==> src/rtl/rom_port_responder.sv <==
// rom_port_responder
//   Responder end of a toggle-handshake memory port. A request is pending while
//   the synchronised port_req differs from port_ack. The request is latched and
//   issued as a single valid/ready command. Reads then wait for the returned
//   word. A one-word read cache lets repeated reads of the same word complete
//   without a memory access.
// Ports:
//   clk_sys, res_n            clock, asynchronous active-low reset
//   port_req / port_ack       request / acknowledge toggles
//   port_a, port_ds, port_we  word address, byte strobes, write flag
//   port_d / port_q           write data / read data (valid at ack toggle)
//   mem_valid, mem_ready      command handshake
//   mem_we, mem_a, mem_be,
//   mem_d                     command fields (stable while mem_valid)
//   mem_rvalid, mem_rdata     one-cycle read-data return
//   timeout_err               sticky: a read timed out waiting for data
module rom_port_responder #(
  parameter int unsigned AW      = 23,
  parameter int unsigned DW      = 16,
  parameter int unsigned TIMEOUT = 1023
) (
  input  logic              clk_sys,
  input  logic              res_n,
  input  logic              port_req,
  output logic              port_ack,
  input  logic [AW-1:0]     port_a,
  input  logic [DW/8-1:0]   port_ds,
  input  logic              port_we,
  input  logic [DW-1:0]     port_d,
  output logic [DW-1:0]     port_q,
  output logic              mem_valid,
  input  logic              mem_ready,
  output logic              mem_we,
  output logic [AW-1:0]     mem_a,
  output logic [DW/8-1:0]   mem_be,
  output logic [DW-1:0]     mem_d,
  input  logic              mem_rvalid,
  input  logic [DW-1:0]     mem_rdata,
  output logic              timeout_err
);

  localparam int unsigned BW = DW / 8;
  localparam int unsigned CW = (TIMEOUT > 1) ? $clog2(TIMEOUT + 1) : 1;
  localparam logic [CW-1:0] CntLast = CW'(TIMEOUT - 1);

  typedef enum logic [1:0] {StIdle, StIssue, StWaitRd, StDone} state_e;

  state_e          r_state, w_state_nxt;
  logic            r_req_s1, r_req_s2;
  logic            r_ack;
  logic [DW-1:0]   r_q;
  logic [AW-1:0]   r_a;
  logic [BW-1:0]   r_ds;
  logic            r_we;
  logic [DW-1:0]   r_d;
  logic [CW-1:0]   r_cnt;
  logic            r_c_valid;
  logic [AW-1:0]   r_c_addr;
  logic [DW-1:0]   r_c_data;
  logic            r_terr;

  logic            w_req_pend;
  logic            w_hit_in;
  logic            w_latch;
  logic            w_hit_load;
  logic            w_accept;
  logic            w_rd_load;
  logic            w_to_load;
  logic            w_wr_hit;

  assign w_req_pend = r_req_s2 ^ r_ack;
  // Hit is decided on the live inputs, since the fields are latched this same cycle.
  assign w_hit_in   = r_c_valid && !port_we && (port_a == r_c_addr);
  assign w_wr_hit   = r_we && r_c_valid && (r_a == r_c_addr);

  always_comb begin
    w_state_nxt = r_state;
    w_latch     = 1'b0;
    w_hit_load  = 1'b0;
    w_accept    = 1'b0;
    w_rd_load   = 1'b0;
    w_to_load   = 1'b0;
    unique case (r_state)
      StIdle: begin
        if (w_req_pend) begin
          w_latch = 1'b1;
          if (w_hit_in) begin
            w_hit_load  = 1'b1;
            w_state_nxt = StDone;
          end else begin
            w_state_nxt = StIssue;
          end
        end
      end
      StIssue: begin
        if (mem_ready) begin
          w_accept    = 1'b1;
          w_state_nxt = r_we ? StDone : StWaitRd;
        end
      end
      StWaitRd: begin
        if (mem_rvalid) begin
          w_rd_load   = 1'b1;
          w_state_nxt = StDone;
        end else if (r_cnt == CntLast) begin
          w_to_load   = 1'b1;
          w_state_nxt = StDone;
        end
      end
      StDone: begin
        w_state_nxt = StIdle;
      end
      default: begin
        w_state_nxt = StIdle;
      end
    endcase
  end

  always_ff @(posedge clk_sys or negedge res_n) begin
    if (!res_n) begin
      r_state   <= StIdle;
      r_req_s1  <= 1'b0;
      r_req_s2  <= 1'b0;
      r_ack     <= 1'b0;
      r_q       <= '0;
      r_a       <= '0;
      r_ds      <= '0;
      r_we      <= 1'b0;
      r_d       <= '0;
      r_cnt     <= '0;
      r_c_valid <= 1'b0;
      r_c_addr  <= '0;
      r_c_data  <= '0;
      r_terr    <= 1'b0;
    end else begin
      r_state  <= w_state_nxt;
      r_req_s1 <= port_req;
      r_req_s2 <= r_req_s1;

      if (w_latch) begin
        r_a  <= port_a;
        r_ds <= port_ds;
        r_we <= port_we;
        r_d  <= port_d;
      end

      if (w_hit_load) begin
        r_q <= r_c_data;
      end

      if (w_accept) begin
        r_cnt <= '0;
        // Keep the cached word coherent with writes to the same address.
        if (w_wr_hit) begin
          for (int b = 0; b < int'(BW); b++) begin
            if (r_ds[b]) begin
              r_c_data[8*b +: 8] <= r_d[8*b +: 8];
            end
          end
        end
      end

      if (r_state == StWaitRd) begin
        r_cnt <= r_cnt + CW'(1);
      end

      if (w_rd_load) begin
        r_q       <= mem_rdata;
        r_c_addr  <= r_a;
        r_c_data  <= mem_rdata;
        r_c_valid <= 1'b1;
      end

      if (w_to_load) begin
        r_q    <= '1;
        r_terr <= 1'b1;
      end

      if (r_state == StDone) begin
        r_ack <= ~r_ack;
      end
    end
  end

  assign port_ack    = r_ack;
  assign port_q      = r_q;
  assign mem_valid   = (r_state == StIssue);
  assign mem_we      = r_we;
  assign mem_a       = r_a;
  assign mem_be      = r_ds;
  assign mem_d       = r_d;
  assign timeout_err = r_terr;

endmodule

==> config.mk <==
export PLATFORM = sky130hd
export DESIGN_NAME = rom_port_responder
export DESIGN_NICKNAME = d
export VERILOG_FILES = /design/src/rtl/rom_port_responder.sv
export SDC_FILE = /design/constraint.sdc
export NUM_CORES = 1
export LEC_CHECK = 0
export ABC_AREA = 1
export ABC_CLOCK_PERIOD_IN_PS = 4300
export CAP_MARGIN = 20
export CORE_UTILIZATION = 55
export DETAILED_ROUTE_END_ITERATION = 12
export PLACE_DENSITY = 0.86
export SETUP_SLACK_MARGIN = 0.5
export SLEW_MARGIN = 20
export SYNTH_ARGS = -nofsm -noshare
export SYNTH_HDL_FRONTEND = slang
export SYNTH_SLANG_ARGS = --single-unit
==> constraint.sdc <==
create_clock -name clk_sys -period 4.3 [get_ports clk_sys]
set_input_delay 0.86 -clock clk_sys [delete_from_list [all_inputs] [get_ports clk_sys]]
set_output_delay 0.86 -clock clk_sys [all_outputs]
set_load 0.02 [all_outputs]
==> metrics.yaml, run 1 <==
status: "finished, final reports clean"
grt_pass1_vias: 5390
slew_viol_final: 0
tightestPinTransition_ps: 895
via_count: 5558
htreeDepth: 4
first_iter_violations: 380
synthArstFlopShare_pct: 100
floorplan.initialDensity_pct: 56.5
final_common_cell: "nand2_1"
finalCritPeriodShare_pct: 64.4
die_y_um: 104
clockBufferDepth: 2
layout_common_cells: "nand2_1 (337), clkdlybuf4s50_1 (122), dfrtp_1 (114), inv_1 (86), o21ai_0 (75)"
synthesis.nets: 851
grt_start_max_net_pins: 61
power.total_w: 0.00575
setup.worst_path.start_class: "flop"
post_cts_buffers: 0
ys_ff_latch: 114
nets: 973
fin_worst_skew_ps: 11.4
ys_warn_count: 0
drc_errors: 0
ys.flop_type: "dfrtp_1"
grt_first_pass_wirelength_mm: 25.6
ys_seq_area_share_pct: 49.4
viasPerCell: 5.28
syn_area_per_cell_um2: 7.39
wl_per_cell_um: 14.5
fin_tns_setup_ps: 0
fin_util_pct: 74.8
antenna_found_initial: 0
gp_congestion: 0.851
cap_violations: 0
slew_headroom_pct: 40.2
syn_to_final_growth_pct: 32.5
rows: 37
drive_above_1_share_pct: 6.66
irDropWorstVdd_v: 0.000426
insertion_delay_ps: 520
ff2ff_setup_slack_ps: 1620
final_area_mm2: 0.00766
insertedDiodeCount: 0
power_leakage_nw: 3.94
ios: 124
core_area_mm2: 0.0102
cts-root-buf: "clkbuf_8"
postSynthCellCount: 782
clk_pin_slew_ps: 60
ys_types: 31
io_buffers: 123
synth_area_mm2: 0.00578
cts.sinks: 114
cts_buffers: 17
overflow: 0
finalSetupViolations: 0
fmaxAchievable_ghz: 0.361
holdBufCountCts: 0
critPathCaptureType: "primary output"
track_usage_pct: 30.1
placed_cells: 1021
dieArea_mm2: 0.0109
wirelength_mm: 15.3
stdcell_count: 1052
worstSetupPathType: "flop to primary output"
worst-path-max-fanout: 5
dr.pass1.iters: 6
min_period_ps: 2770
cp.arrival_ps: 1910
postPlaceCellArea_mm2: 0.00710
fillers: 767
die_w_um: 104
rsz0062_at_grt: "false"
synth_edf_count: 0
hold_path.class: "flop to flop"
place_hpwl_mm: 10.2
crit_required_ps: 3440
finalHoldViolations: 0
cts_tree: "built"
ant_nets: 0
cts_resized: 0
power.density_mw_per_mm2: 751
==> cells in the mapped netlist (2+ instances only) <==
| cell type | instances | share of area [%] |
|---|---|---|
| xnor2_1 | 2 | 0.30 |
| clkbuf_1 | 12 | 0.78 |
| dfrtp_1 | 114 | 49 |
| inv_2 | 10 | 0.65 |
| inv_1 | 86 | 5.6 |
| nand2_4 | 3 | 0.58 |
| o21ai_0 | 75 | 6.5 |
| buf_2 | 9 | 0.78 |
| nor2_2 | 3 | 0.32 |
| nand3b_1 | 3 | 0.39 |
| o21ai_1 | 2 | 0.17 |
| xor2_1 | 5 | 0.76 |
| o22ai_1 | 2 | 0.22 |
| nand4_1 | 6 | 0.65 |
| a21oi_1 | 6 | 0.52 |
| nor2_1 | 30 | 1.9 |
| ha_1 | 6 | 1.3 |
| nand3_2 | 4 | 0.69 |
| buf_1 | 2 | 0.13 |
| nand3_1 | 54 | 4.7 |
| nand2_1 | 338 | 22 |
==> flip-flops by register name, indices dropped and copies added, names as in the netlist, 2 cells and up <==
| signal | count |
|---|---|
| r_state | 2 |
| r_c_data | 16 |
| port_q | 16 |
| mem_a | 23 |
| mem_d | 16 |
| r_cnt | 10 |
| mem_be | 2 |
| r_c_addr | 23 |
==> per-layer routing <==
metal	global-route usage, %	wire [µm]
met2	49.5	7550
met4	14.8	467
met3	5.70	1000
met5	0	0
met1	38.1	6280
==> cells by family after synthesis <==
logic type | Yosys count | share of synthesized area [%]
simple gates | 444 | 31.9
buf+inv | 121 | 8.25
flops | 114 | 49.4
compound gates | 89 | 7.95
xor+xnor | 7 | 1.06
fa+ha+maj | 6 | 1.30
mux | 1 | 0.173
==> layout make-up <==
type | count | area, µm² | area share [%]
Multi-Input combinational cell | 547 | 2450 | 32.0
Timing Repair Buffer | 128 | 1270 | 16.5
Clock buffer | 19 | 442 | 5.77
Tap cell | 136 | 170 | 2.22
Inverter | 96 | 360 | 4.71
Clock inverter | 12 | 115 | 1.50
Sequential cell | 114 | 2850 | 37.3
==> critical path, stage by stage, from the launching register on <==
cell             delay, ps
dfrtp_1                410
inv_1                  110
ha_1                   240
clkdlybuf4s50_1        630
==> metrics by stage <==
stage	setup WS, ps	hold WS (ps)
6_report	1530	354
5_1_grt	1410	373
4_1_cts	1520	350
3_5_place_dp	1360	335
3_3_place_gp	1420	337
2_1_floorplan	2430	331
==> final timing paths <==
kind	endpoint	cells after the start	startpoint
setup / recovery	mem_valid	3	r_state[1]
hold / removal	r_req_s2	0	r_req_s1
setup reg to reg	r_c_data[0]	8	r_state[0]
hold reg to reg	r_req_s2	0	r_req_s1
max in group asynchronous	r_c_addr[16]	2	res_n
min in group asynchronous	r_c_data[11]	1	res_n
==> report_power, final <==
| group | switching (W) | internal [W] | total, W |
|---|---|---|---|
| clock network | 0.000490 | 0.000841 | 0.00133 |
| registers | 0.000410 | 0.00153 | 0.00194 |
| logic | 0.00146 | 0.00102 | 0.00248 |
(Power assumes the default switching activity.)
==> inputs of run 2 (changes only) <==
ABC_CLOCK_PERIOD_IN_PS = 2300   (was 4300)
CORE_UTILIZATION = 46   (was 55)
PLACE_DENSITY = 0.76   (was 0.86)
clock period = 2.3 ns   (was 4.3 ns; I/O delays follow)
==> metrics.yaml, run 2 (synthesis gave the netlist of run 1 again) <==
cpPeakStageDelay_ps: 380
htreeDepth: 4
power.density_mw_per_mm2: 1360
fmaxAchievable_ghz: 0.554
p_comb_share_pct: 41.9
tightestPinTransition_ps: 533
worst-path-max-fanout: 5
via_count: 5465
core_area_mm2: 0.0121
power_leakage_nw: 4.27
floorplan.initialDensity_pct: 47.7
placed_cells: 1061
crit_top_cell: "nand2_1"
rsz0062_at_grt: "true"
fin_hold_ws_ps: 22.1
ios: 124
p_sw_share_pct: 41.1
min_period_ps: 1810
wirelength_mm: 15.6
place_hpwl_mm: 10.7
intPower_w: 0.00645
worstSetupPathType: "flop to flop"
cts-root-buf: "clkbuf_16"
cts_tree: "built"
crit_required_ps: 2610
final_common_cell: "nand2_1"
crit_slowest_cell: "dfrtp_1"
final_area_mm2: 0.00807
rows: 40
fin_worst_skew_ps: 5.96
die_w_um: 114
slew_headroom_pct: 64.5
insertion_delay_ps: 420
dr.pass1.iters: 5
finalCritPeriodShare_pct: 78.5
clockPowerShare_pct: 25.1
first_iter_violations: 404
insertedDiodeCount: 0
stdcell_count: 1107
wl_per_cell_um: 14.1
finalSetupViolations: 0
slew_viol_final: 0
finalHoldViolations: 0
overflow: 0
layout_common_cells: "nand2_1 (329), dfrtp_1 (114), inv_1 (84), o21ai_0 (75), dlygate4sd2_1 (60)"
grt_pass1_vias: 5102
cap_violations: 0
postPlaceCellArea_mm2: 0.00725
syn_to_final_growth_pct: 39.6
crit_family: "simple AND/OR/NAND/NOR gates"
cp.arrival_ps: 2120
hold_path.class: "input port to async pin"
fillers: 1050
nets: 995
cts.sinks: 114
holdBufCountCts: 0
grt_first_pass_wirelength_mm: 24.8
setup_ws_ps: 494
grt_start_max_net_pins: 48
cts_buffers: 17
clk_pin_slew_ps: 50
dieArea_mm2: 0.0130
cp_cell_sequence: "inv_2, ha_4, nand2_2, a21oi_2, nand2_1, nor2_1, nand2_1, nor2_4, buf_4, nand3_2, nand3_1, nand2_1"
ant_nets: 0
viasPerCell: 4.94
die_y_um: 114
io_buffers: 123
place_ws_ps: -45.5
drive_above_1_share_pct: 10.4
drc_errors: 0
seq_power_share_pct: 33.0
critPathBufInv: 2
critPathCaptureType: "flop"
track_usage_pct: 25.0
p_sw_w: 0.00449
status: "finished, final reports clean"
clockBufferDepth: 2
antenna_found_initial: 0
setup.worst_path.start_class: "flop"
irDropWorstVdd_v: 0.000655
gp_congestion: 0.862
==> run 2: per-stage QoR <==
step,utilization [%],power [W],TNS [ps]
CTS,65.1,0.0108,0
detailed placement,59.9,0.00830,-195
floorplan,-,0.00637,0
global route,66.6,0.0117,0
finish,66.6,0.0109,0
global placement,59.9,0.00821,0
==> run 2: final timing paths <==
check / slack (ps) / to / cells after the start / start
worst max-delay path: 490 / r_c_data[13] / 12 / r_state[1]
worst min-delay path: 20 / port_q[12] / 1 / res_n
worst max register to register: 490 / r_c_data[13] / 12 / r_state[1]
worst min register to register: 350 / r_req_s2 / 0 / r_req_s1
max in group asynchronous: 1650 / r_cnt[4] / 2 / res_n
min in group clk_sys: 340 / mem_a[18] / 3 / port_a[18]
==> run 2: layout make-up <==
cell class	instances	area, µm²	area share [%]
Multi-Input combinational cell	549	2580	32.1
Clock inverter	10	158	1.95
Tap cell	168	210	2.61
Sequential cell	114	2850	35.4
Timing Repair Buffer	148	1450	17.9
Inverter	96	360	4.47
Clock buffer	22	454	5.63
==> run 2: power groups by stage <==
stage	sequential (W)	clock (W)	combinational, W
after floorplan	0.00404	0	0.00234
after global placement	0.00360	0	0.00462
after detailed placement	0.00361	0	0.00470
after CTS	0.00359	0.00278	0.00445
after global routing	0.00372	0.00289	0.00514
final	0.00361	0.00275	0.00458
==> run 2: what timing repair did <==
action	4_1_cts	5_1_grt
resized for setup	72	24
pin swaps	2	19
endpoints found under the setup margin	93	39
cloned	1	3
setup buffers	3	7
==> run 2: routing by layer <==
metal	vias up	GRT usage (%)	share of wire, %
li1	2728	-	-
met1	2558	34.0	45
met2	158	39.6	48
met3	21	5.61	5.3
met4	0	8.83	1.7
met5	-	0	0
